==> src/rtl/heartaware_sp_pkg.sv <==
// Shared types and constants for the match-filter sequencer: FSM encoding,
// default template length, sample/coefficient widths and the idle index code.
package heartaware_sp_pkg;

    localparam int DATA_W   = 9;
    localparam int COEF_W   = 9;
    localparam int TAPS_DEF = 128;

    typedef enum logic [1:0] {
        ST_IDLE  = 2'd0,
        ST_LOAD  = 2'd1,
        ST_SWEEP = 2'd2,
        ST_DRAIN = 2'd3
    } state_t;

    // Index value parked on the filter while not sweeping (last tap).
    function automatic int idle_code(input int taps);
        return taps - 1;
    endfunction

    localparam int IDLE_IDX = idle_code(TAPS_DEF);

endpackage

==> src/rtl/mf_template_ram.sv <==
// Template coefficient store: synchronous write, asynchronous read.
// Contents are deliberately not reset so a loaded template survives reset.
module mf_template_ram
    import heartaware_sp_pkg::*;
#(
    parameter int DEPTH = TAPS_DEF,
    parameter int AW    = $clog2(DEPTH)
) (
    input  logic                     clock,
    input  logic                     we,
    input  logic [AW-1:0]            waddr,
    input  logic signed [COEF_W-1:0] wdata,
    input  logic [AW-1:0]            raddr,
    output logic signed [COEF_W-1:0] rdata
);

    logic signed [COEF_W-1:0] mem [DEPTH];

    always_ff @(posedge clock) begin
        if (we) begin
            mem[waddr] <= wdata;
        end
    end

    assign rdata = mem[raddr];

endmodule

==> src/rtl/match_filter_sequencer.sv <==
// Sequencer for a TAPS-long match filter: latches a sample, sweeps the tap
// index across the template, drains, then advances the circular write pointer.
module match_filter_sequencer
    import heartaware_sp_pkg::*;
#(
    parameter int TAPS  = IDLE_IDX + 1,
    parameter int DRAIN = 2
) (
    input  logic                       clock,
    input  logic                       reset,
    input  logic                       sample_tick,
    input  logic signed [DATA_W-1:0]   x_in,
    input  logic                       tpl_we,
    input  logic [$clog2(TAPS)-1:0]    tpl_addr,
    input  logic signed [COEF_W-1:0]   tpl_data,
    output logic                       tpl_ack,
    output logic                       ready,
    output logic signed [DATA_W-1:0]   x,
    output logic [$clog2(TAPS)-1:0]    index,
    output logic [$clog2(TAPS)-1:0]    offset,
    output logic signed [COEF_W-1:0]   coeff_mf,
    output logic                       busy,
    output logic                       done,
    output logic                       overrun
);

    localparam int IDX_W = $clog2(TAPS);
    localparam int DRN_W = (DRAIN > 1) ? $clog2(DRAIN) : 1;

    localparam logic [IDX_W-1:0] IDLE_CODE = IDX_W'(idle_code(TAPS));
    localparam logic [IDX_W-1:0] LAST_IDX  = IDX_W'(TAPS - 2);
    localparam logic [IDX_W-1:0] IDX_ONE   = IDX_W'(1);
    localparam logic [DRN_W-1:0] DRN_LAST  = DRN_W'(DRAIN - 1);
    localparam logic [DRN_W-1:0] DRN_ONE   = DRN_W'(1);

    state_t            state;
    state_t            state_nxt;
    logic [DRN_W-1:0]  drain_cnt;
    logic              sweep_end;
    logic              drain_end;
    logic              tick_accept;
    logic              we_accept;

    assign sweep_end   = (state == ST_SWEEP) && (index == LAST_IDX);
    assign drain_end   = (state == ST_DRAIN) && (drain_cnt == DRN_LAST);
    // The final drain cycle already counts as idle for an incoming tick.
    assign tick_accept = sample_tick && ((state == ST_IDLE) || drain_end);
    // Holding off while tpl_ack is high keeps the ack a strict single-cycle pulse.
    assign we_accept   = tpl_we && !busy && !tpl_ack;

    always_ff @(posedge clock) begin
        if (reset) begin
            state <= ST_IDLE;
        end else begin
            state <= state_nxt;
        end
    end

    always_comb begin
        state_nxt = state;
        case (state)
            ST_IDLE:  if (sample_tick) state_nxt = ST_LOAD;
            ST_LOAD:  state_nxt = ST_SWEEP;
            ST_SWEEP: if (sweep_end) state_nxt = ST_DRAIN;
            ST_DRAIN: if (drain_end) state_nxt = sample_tick ? ST_LOAD : ST_IDLE;
            default:  state_nxt = ST_IDLE;
        endcase
    end

    always_comb begin
        busy  = (state != ST_IDLE);
        ready = (state == ST_LOAD);
        done  = drain_end;
    end

    always_ff @(posedge clock) begin
        if (reset) begin
            index     <= IDLE_CODE;
            offset    <= '0;
            drain_cnt <= '0;
            x         <= '0;
            overrun   <= 1'b0;
            tpl_ack   <= 1'b0;
        end else begin
            tpl_ack <= we_accept;

            if (tick_accept) begin
                x <= x_in;
            end

            if (sample_tick && !tick_accept) begin
                overrun <= 1'b1;
            end

            case (state)
                ST_LOAD:  index <= '0;
                ST_SWEEP: index <= sweep_end ? IDLE_CODE : index + IDX_ONE;
                default:  index <= IDLE_CODE;
            endcase

            if ((state == ST_DRAIN) && !drain_end) begin
                drain_cnt <= drain_cnt + DRN_ONE;
            end else begin
                drain_cnt <= '0;
            end

            if (drain_end) begin
                offset <= (offset == IDLE_CODE) ? '0 : offset + IDX_ONE;
            end
        end
    end

    mf_template_ram #(
        .DEPTH (TAPS),
        .AW    (IDX_W)
    ) u_template (
        .clock (clock),
        .we    (we_accept),
        .waddr (tpl_addr),
        .wdata (tpl_data),
        .raddr (index),
        .rdata (coeff_mf)
    );

endmodule

==> config.mk <==
export PLATFORM = sky130hd
export DESIGN_NAME = match_filter_sequencer
export DESIGN_NICKNAME = d
export VERILOG_FILES = /design/src/rtl/heartaware_sp_pkg.sv /design/src/rtl/mf_template_ram.sv /design/src/rtl/match_filter_sequencer.sv
export SDC_FILE = /design/constraint.sdc
export NUM_CORES = 1
export LEC_CHECK = 0
export CAP_MARGIN = 20
export CORE_ASPECT_RATIO = 1.75
export CORE_MARGIN = 5
export CORE_UTILIZATION = 62
export DETAILED_ROUTE_END_ITERATION = 10
export GPL_TIMING_DRIVEN = 0
export PLACE_DENSITY = 0.8
export SETUP_SLACK_MARGIN = 0.4
export SLEW_MARGIN = 25
export SYNTH_ARGS = -nofsm -noshare
export SYNTH_HDL_FRONTEND = slang
export SYNTH_HIERARCHICAL = 1
export SYNTH_SLANG_ARGS = --single-unit
==> constraint.sdc <==
create_clock -name clock -period 4.5 [get_ports clock]
set_input_delay 0.9 -clock clock [delete_from_list [all_inputs] [get_ports clock]]
set_output_delay 0.9 -clock clock [all_outputs]
set_load 0.1 [all_outputs]
* After elaboration in Yosys (flattened, before gate mapping)
Memories as Yosys holds them, arrays and structs flattened. A register that Yosys moved wholly into a read port is not among the register bits.
Cells that the tools add are included.
** Operators by class
- Add/subtract/negate cells :: 3
- Equal/unequal tests :: 8
- Muxes and demuxes :: 11
- Bitwise gates (word level) :: 1
- Reductions and logical operators :: 16
** Operator list (count)
- 2-to-1 mux 7 bit :: 3
- adder 7 x 1 -> 7 bit (second input constant) :: 2
- equality test 7 bit (second input constant) :: 2
- one-hot mux 7 bit (2 select lines) :: 1
- one-hot mux 2 bit (4 select lines) :: 1
- logical AND 1 bit :: 7
- 2-to-1 mux 2 bit :: 3
- inequality test 2 bit (second input constant) :: 3
- equality test 2 bit (second input constant) :: 2
- zero test 1 bit :: 4
- 2-to-1 mux 1 bit :: 3
- AND reduction 3 bit :: 1
- equality test 2 x 1 -> 1 bit (second input constant) :: 1
- zero test 2 bit :: 1
- nonzero test 2 bit :: 1
- OR reduction 2 bit :: 1
- adder 1 bit (second input constant) :: 1
- logical OR 1 bit :: 1
- inverter 1 bit :: 1
** Word-level totals
- Flip-flop bits (word level) :: 28
- RAM bits :: 1152
- Input port bits :: 29
- Output and inout port bits :: 37
- Logic and storage cells :: 47
- Memories kept :: 1
** Memories
- u_template.mem :: depth 128, width 9, rd ports 1, clocked after Yosys merged registers in 1, write ports 1, line mf_template_ram.sv:17 : logic signed [COEF_W-1:0] mem [DEPTH];

* Logic depth before layout (Yosys ltp)
Gate-level depths: netlist (run 1).
- Depth after elaboration :: 6
- Depth in mapped cells :: 9
- Mapped depth without buffers :: 7

* Hierarchy
The synthesis (run 1) kept the hierarchy.
** Modules (own cells, without submodules)
- mf_template_ram :: times used 1, cells an instance 1807, area each 44348.8 um2, seq. area each 34593.2 um2
- match_filter_sequencer :: times used 1, cells an instance 152, area each 1322.5 um2, seq. area each 560.5 um2

* Worst setup path before layout (run 1)
OpenSTA, ideal clock, no wires.
- Path type :: register -> output
- From :: register index[0] (netlist name)
- To :: output coeff_mf[0]
- Arrival :: 3.818 ns
- Data required time :: 3.600 ns
- Path slack :: -0.218 ns
- Cell stages (with the launch flop) :: 7
- Buffers on the path :: 2
- Cells stage by stage :: dfxtp_1 buf_2 buf_1 mux4_2 mux4_2 mux4_2 mux2_2
** RTL lines
- to (decl) :: line match_filter_sequencer.sv:21 : output logic signed [COEF_W-1:0] coeff_mf,

==> metrics.log, run 1 <==
INFO  metric design.core.area = approximately 73000 um2
INFO  metric numCtsBuffers = 98
INFO  metric filler_cell_count = 3833
INFO  metric cts_max_path_buffers = 3
INFO  metric p_total = 0.0315 W
INFO  metric maxSlewHeadroom = 0.155
INFO  metric upper_clock_frequency_limit = 199 MHz
INFO  metric setup-tns-final = -3.55 ns
INFO  metric hold_class = reg -> reg
INFO  metric synth_compound_area_frac = 0.00657
INFO  metric routed_wire_length_per_instance = 41.1 um
INFO  metric final_hpwl_dp = roughly 76 mm
INFO  metric clock_sinks = 1180
INFO  metric min_period = 5.02 ns
INFO  metric synthAdderAreaFrac = 0.00219
INFO  metric min_delay_path_depth = 1
INFO  metric gp_congestion = a little under 0.9
INFO  metric synth_area_leader_cell = edfxtp_1
INFO  metric synthToLayoutAreaGrowth = 13.9%
INFO  metric leakage = 16.5 nW
INFO  metric globalRoute.totalOverflow = 0
INFO  metric synth_simple_gate_area_share = 0.0209
INFO  metric final_cell_area = 52000 um2
INFO  metric netSwitchingPower = 0.0103 W
INFO  metric outcome = finished with violations
INFO  metric layout-drive-gt1-share = 0.319
INFO  metric postSynthNetCount = roughly 2000
INFO  metric synth-async-reset-ratio = 0
INFO  metric worst_clock_skew = approximately 0.021 ns
INFO  metric synth-edff-count = 1152
INFO  metric synth_cell_type_count = 40
INFO  metric dieArea = 79400 um2
INFO  metric cts_tree = yes
INFO  metric cts-root-buf = clkbuf_16
INFO  metric period_share = 1.12
INFO  metric io_buffers = 62
INFO  metric post-place-cells = 2967
INFO  metric required = 3.60 ns
INFO  metric synthesis.yosys.warnings = 6
INFO  metric critical-path-max-stage-delay = 0.65 ns
INFO  metric worstMarginPinSlew = about 1.3 ns
INFO  metric critPathMaxFanout = 8
INFO  metric die_height = 369 um
INFO  metric post_synth_most_frequent_cells = edfxtp_1 (1152), mux4_2 (378), nor2_1 (126)
INFO  metric post_synth_xor_area_fraction = 0.000575
INFO  metric critical_path.slowest_cell = mux4_2
INFO  metric ys.flop_type = edfxtp_1
INFO  metric synth.area.mux_share = 0.189
INFO  metric failed_checks = design-rule violations, negative setup slack
INFO  metric grt_pass1_wl = 179 mm
INFO  metric drv_cap = 0
INFO  metric endpoint_kind = output port
INFO  metric route.vias.total = 23749
INFO  metric cp_common_cell = mux4_2
INFO  metric setup_repair_after_global_routing_missed_its_margin = true
INFO  metric synth_top_area_frac = 0.757
INFO  metric vdd_drop_max = slightly above 0.6 mV
INFO  metric post-synth-top-count-cell = edfxtp_1
INFO  metric power.share.clock = 0.268
INFO  metric detailed_place.area = 47800 um2
INFO  metric seq_area_frac_synth = 0.770
INFO  metric rr_worst_depth = 9
INFO  metric intPower = 0.0212 W
INFO  metric core.rowCount = roughly 130
INFO  metric synth_seq_cells = 1180
INFO  metric timing.critical_path.cells = buf_12 > clkbuf_16 > buf_16 > buf_4 > mux4_2 > mux4_2 > mux4_2 > mux2_4 > buf_12
INFO  metric pin_count_of_the_biggest_net_entering_global_routing = roughly 110
INFO  metric design.final.nets = 2192
INFO  metric mappedNetlistArea = between 40000 and 50000 um2
INFO  metric fin_util = 0.713
INFO  metric p_sw_frac = 0.328
INFO  metric drt-vias-per-instance = 7.49
INFO  metric power.share.combinational = 0.344
INFO  metric count_of_unresolved_drc_violations_after_routing = 1
INFO  metric die-width = 215 um
INFO  metric timing.final.setup_violations = 9
INFO  metric clk_transition_reported_paths = 0.07 ns
INFO  metric synth_top_cells_by_area = edfxtp_1 (76%), mux4_2 (19%), dfxtp_1 (1.2%), nor2_1 (1.0%), clkbuf_1 (0.49%)
INFO  metric drt_pre_antenna_iters = 11
INFO  metric clock_tree.htree_level_count = 3
INFO  metric seq_pwr_share = 0.388
INFO  metric detail_route.iter0.violations = 3817
INFO  metric syn-instance-count = between 1500 and 2000
INFO  metric insertion_delay = roughly 0.70 ns
INFO  metric initial_utilization = 0.626
INFO  metric detail_route.wirelength = 130 mm
INFO  metric grt_pass1_vias = 23778
INFO  metric power.density = about 610 nW/um2
INFO  metric grt_util_all_layers = 0.322
INFO  metric final_cell_count_no_fill = about 3200
INFO  metric ioPinCount = between 60 and 70
INFO  metric grt_antenna_before_repair = 7
INFO  metric worstSetupStartpointType = flop
INFO  metric post_synth.cell_area_avg = 23.3 um2
INFO  metric hold_viol_final = 0
INFO  metric drt.antenna.violating_nets = 0
INFO  metric maxSlewViolCount = 0
INFO  metric critPathArrivalTime = 4.12 ns
INFO  metric pnr_worst_setup_slack = -0.524 ns
INFO  metric synth_top_family_by_area = multiplexers
INFO  metric critical_path_class = reg -> out
[cells by family (layout without fill, tap and decap cells)]
| group | count (synthesis) | count (layout) |
|---|---|---|
| buf+inv | 113 | 392 |
| compound gates | 47 | 47 |
| simple gates | 219 | 219 |
| mux | 389 | 389 |
| fa+ha+maj | 8 | 8 |
| xor+xnor | 3 | 3 |
| flops | 1180 | 1180 |
| other cells | 0 | 3 |
[metrics by stage]
step,hold WS [ns],setup WS [ns]
floorplan,0.475,0.400
global placement,0.442,-1.66
detailed placement,0.446,-1.76
CTS,0.455,-0.336
global route,0.497,-0.523
finish,0.465,-0.524
[placed cells by master, fill, tap and decap left out, types with 16 or more instances in the layout]
| cell type | n |
|---|---|
| nor2_1 | 93 |
| buf_12 | 18 |
| buf_6 | 16 |
| clkbuf_16 | 103 |
| dfxtp_1 | 25 |
| buf_4 | 27 |
| nor2_2 | 33 |
| clkbuf_1 | 36 |
| mux4_2 | 378 |
| clkdlybuf4s50_1 | 44 |
| clkinv_2 | 18 |
| clkinv_1 | 18 |
| edfxtp_1 | 1152 |
| nand3_1 | 25 |
| clkbuf_2 | 28 |
| nand2_1 | 23 |
| buf_16 | 18 |
[per-layer routing]
| layer | wire [um] | GRT usage | up-vias |
|---|---|---|---|
| met4 | 12400 | 0.227 | 6 |
| met3 | 14100 | 0.0737 | 584 |
| met5 | 59 | 0 | - |
| met1 | 37300 | 0.356 | 12230 |
| li1 | - | - | 8738 |
| met2 | 66700 | 0.553 | 2191 |
[area by class of cell]
class                   count  area [um2]  area share
multi-input cells         666       10200       0.195
clock inverters            58         536      0.0103
flip-flops and latches   1180       35200       0.676
well taps                 931        1160      0.0224
clock buffers             125        2580      0.0497
inverters                  10        37.5    0.000722
diodes                      3        7.51    0.000144
repair buffers             96        1280      0.0246
plain buffers             103        1080      0.0208
[final timing paths]
check,startpoint,to,slack [ns]
worst max register to register,state[0]$_SDFFE_PP0P_,u_template/mem[90][5]$_DFFE_PP_,0.23
worst min register to register,tpl_ack$_SDFF_PP0_,tpl_ack$_SDFF_PP0_,0.47
worst min-delay path,tpl_ack$_SDFF_PP0_,tpl_ack$_SDFF_PP0_,0.47
worst max-delay path,index[0]$_SDFF_PP1_,coeff_mf[7],-0.52
[flip-flops by register name, indices dropped and copies added, names as in the netlist]
name and flops:
overrun 1, u_template/mem 1152, tpl_ack 1, x 9, index 7, state 2
offset 7, drain_cnt 1
[power by group through the flow]
stage                     Clock [W]  Combinational (W)  Sequential, W
after global routing        0.00903             0.0109         0.0122
after detailed placement          0            0.00930         0.0125
after global placement            0            0.00903         0.0125
after CTS                   0.00843             0.0101         0.0122
final                       0.00844             0.0109         0.0122
after floorplan                   0            0.00581         0.0128
[worst max-delay path: cells and delay by family (launching register included)]
kind                   cells  cell delay (ns)
buffers and inverters      5             0.97
multiplexers               4             2.00
flip-flops                 1             0.44
[timing repair]
action,CTS,global route
cloned,2,4
resized for setup,227,61
hold buffers,0,0
pin swaps,0,0
setup endpoints to repair,9,200
endpoints found under the hold margin,0,0
setup buffers,3,10
(Power assumes the default switching activity.)
==> inputs of run 2 (changes only) <==
SETUP_SLACK_MARGIN = unset   (was 0.4)
==> run 2 against run 1 <==
- the run ends with negative setup slack left
- count of clock-buffer cells in the layout shrank 13
- global-route usage grew 0.70 points
- clock skew grew 0.0025 ns
- critical path depth is the same
- via count shrank 0.16%
- final cell count shrank 0.32%
- critical path type unchanged
==> metrics.log, run 2 (same netlist as run 1, synthesis figures left out) <==
INFO  metric synthToLayoutAreaGrowth = 14.1%
INFO  metric drv_cap = 0 (unchanged)
INFO  metric setup_repair_after_global_routing_missed_its_margin = true
INFO  metric design.core.area = 72900 um2 (unchanged)
INFO  metric critical_path.slowest_cell = mux4_2
INFO  metric timing.final.setup_violations = 9 (unchanged)
INFO  metric critical-path-max-stage-delay = 0.57 ns (-0.08 ns)
INFO  metric ioPinCount = 66 (unchanged)
INFO  metric clock_tree.htree_level_count = 3 (unchanged)
INFO  metric gp_congestion = 0.901 (+2.5%)
INFO  metric numCtsBuffers = 95 (-3.1%)
INFO  metric layout.cells.most_common = edfxtp_1
INFO  metric routed_wire_length_per_instance = 41.4 um (+0.77%)
INFO  metric post-place-cells = 2966 (-0.034%)
INFO  metric largestRegisters = u_template/mem x1152, x x9
INFO  metric grt_pass1_vias = 24048 (+1.1%)
INFO  metric cts-root-buf = clkbuf_16
INFO  metric leakage = 16.6 nW (+0.42%)
INFO  metric maxSlewHeadroom = 0.200 (+0.0449)
INFO  metric design.final.nets = 2186 (-0.27%)
INFO  metric setup-tns-final = -2.90 ns (+0.648 ns)
INFO  metric worstMarginPinSlew = 1.20 ns (-0.0672 ns)
INFO  metric cts_max_path_buffers = 3 (unchanged)
INFO  metric pre_cts_worst_setup_slack = -1.68 ns (+0.0754 ns)
INFO  metric drt-vias-per-instance = 7.50 (+0.15%)
INFO  metric cts_tree = yes
INFO  metric initial_utilization = 0.626 (unchanged)
INFO  metric pin_count_of_the_biggest_net_entering_global_routing = 102 (-6.4%)
INFO  metric dieArea = 79400 um2 (unchanged)
INFO  metric detail_route.iter0.violations = 3901 (+2.2%)
INFO  metric route.vias.total = 23710 (-0.16%)
INFO  metric drt.antenna.violating_nets = 0 (unchanged)
INFO  metric clock_sinks = 1180 (unchanged)
INFO  metric critPathArrivalTime = 3.94 ns (-0.18 ns)
INFO  metric clk_transition_reported_paths = 0.07 ns (about the same)
INFO  metric drt_pre_antenna_iters = 6 (-5)
INFO  metric detail_route.wirelength = 131 mm (+0.45%)
INFO  metric upper_clock_frequency_limit = 207 MHz (+3.8%)
INFO  metric io_buffers = 62 (unchanged)
INFO  metric insertion_delay = 0.68 ns (-0.02 ns)
INFO  metric required = 3.60 ns (about the same)
INFO  metric regMostFlops = u_template/mem
INFO  metric grt_antenna_before_repair = 5 (-2)
INFO  metric hold_viol_final = 0 (unchanged)
INFO  metric fin_util = 0.714 (+0.00123)
INFO  metric globalRoute.totalOverflow = 0 (unchanged)
INFO  metric power.density = 612 nW/um2 (+1.0%)
INFO  metric final_cell_count_no_fill = 3162 (-0.32%)
INFO  metric vdd_drop_max = 0.723 mV (+17%)
INFO  metric core.rowCount = 131 (unchanged)
INFO  metric hold_class = reg -> reg
INFO  metric rr_worst_depth = 9 (unchanged)
INFO  metric outcome = finished with violations
INFO  metric post_cts_hold_buffer_count = 0 (unchanged)
INFO  metric endpoint_kind = output port
INFO  metric worst_clock_skew = 0.0236 ns (+0.00246 ns)
INFO  metric failed_checks = negative setup slack
INFO  metric max_reg_flops = 1152 (unchanged)
INFO  metric die-width = 215 um (unchanged)
INFO  metric maxSlewViolCount = 0 (unchanged)
INFO  metric p_total = 0.0319 W (+1.2%)
INFO  metric grt_util_all_layers = 0.329 (+0.00698)
INFO  metric critPathMaxFanout = 8 (unchanged)
INFO  metric register_to_register_path_setup_slack = 0.07 ns (-0.16 ns)
INFO  metric layout-drive-gt1-share = 0.310 (-0.00903)
INFO  metric mostFrequentLayoutCells = edfxtp_1 (1152), mux4_2 (378), nor2_1 (119)
INFO  metric final_hpwl_dp = 75.7 mm (-0.91%)
INFO  metric count_of_unresolved_drc_violations_after_routing = 0 (-1)
INFO  metric critical_path_class = reg -> out
INFO  metric grt_pass1_wl = 182 mm (+2.1%)
INFO  metric die_height = 369 um (unchanged)
INFO  metric min_period = 4.84 ns (-0.183 ns)
INFO  metric pnr_worst_setup_slack = -0.342 ns (+0.183 ns)
INFO  metric min_delay_path_depth = 1 (unchanged)
INFO  metric timing.critical_path.cells = buf_12 > buf_12 > buf_16 > buf_12 > mux4_2 > mux4_2 > mux4_2 > mux2_2 > buf_8
INFO  metric worstSetupStartpointType = flop
INFO  metric period_share = 1.08 (-0.0406)
run 2: changes by cell type in the layout (fill, tap and decap cells not counted), moves of 3 or more:
cell | previous run | this run
clkbuf_2 | 28 | 21
clkbuf_4 | 7 | 10
bufinv_16 | 6 | 16
nor2_1 | 93 | 119
inv_6 | 2 | 6
clkbuf_1 | 36 | 25
buf_2 | 1 | 5
clkinv_8 | 4 | 0
buf_4 | 27 | 18
clkinvlp_4 | 3 | 6
nor2_2 | 33 | 7
run 2: worst paths after layout:
check	end	startpoint
min	tpl_ack$_SDFF_PP0_	tpl_ack$_SDFF_PP0_
max reg2reg	u_template/mem[110][0]$_DFFE_PP_	state[1]$_SDFFE_PP0P_
max	coeff_mf[3]	index[0]$_SDFF_PP1_
min reg2reg	tpl_ack$_SDFF_PP0_	tpl_ack$_SDFF_PP0_
run 2: critical path, delay by kind of cell (launching register included):
| family | cells | cell delay (ns) |
|---|---|---|
| mux | 4 | 2.02 |
| flops | 1 | 0.37 |
| buf+inv | 5 | 0.84 |
run 2: final cells by class:
type	count	area [um2]
clock buffer	112	2520
buffer	103	1070
sequential	1180	35200
fill	3782	20800
timing repair buffer	93	1300
clock inverter	65	753
tap	931	1160
antenna	2	5.00
multi-input combinational	666	10100
inverter	10	37.5
run 2: power breakdown:
part	internal, W	switching (W)
Combinational	0.00460	0.00618
Clock	0.00496	0.00394
Sequential	0.0121	0.0000877
run 2: metal layers:
| layer | global-route usage | vias to the layer above | share of wire |
|---|---|---|---|
| li1 | - | 8728 | - |
| met1 | 0.374 | 12070 | 0.29 |
| met2 | 0.555 | 2314 | 0.51 |
| met3 | 0.0744 | 590 | 0.11 |
| met4 | 0.232 | 8 | 0.094 |
| met5 | 0 | - | 0.00035 |
run 2: timing repair:
item                       4_1_cts  5_1_grt
cloned                           4        3
setup buffers                    6        4
gates resized for setup        271       22
setup endpoints to repair        9        9
hold endpoints to repair         0        0
run 2: through the flow:
stage / hold WS [ns] / area [um2]
CTS: 0.458 / 51900
floorplan: 0.475 / 45700
global route: 0.483 / 52100
finish: 0.459 / 52100
detailed placement: 0.449 / 47800
global placement: 0.434 / 47500
==> inputs of run 3 (changes only) <==
CTS_CLUSTER_SIZE = 28   (was unset)
==> results of run 3 <==
No change in the layout: final DEF, timing and power equal those of run 2.
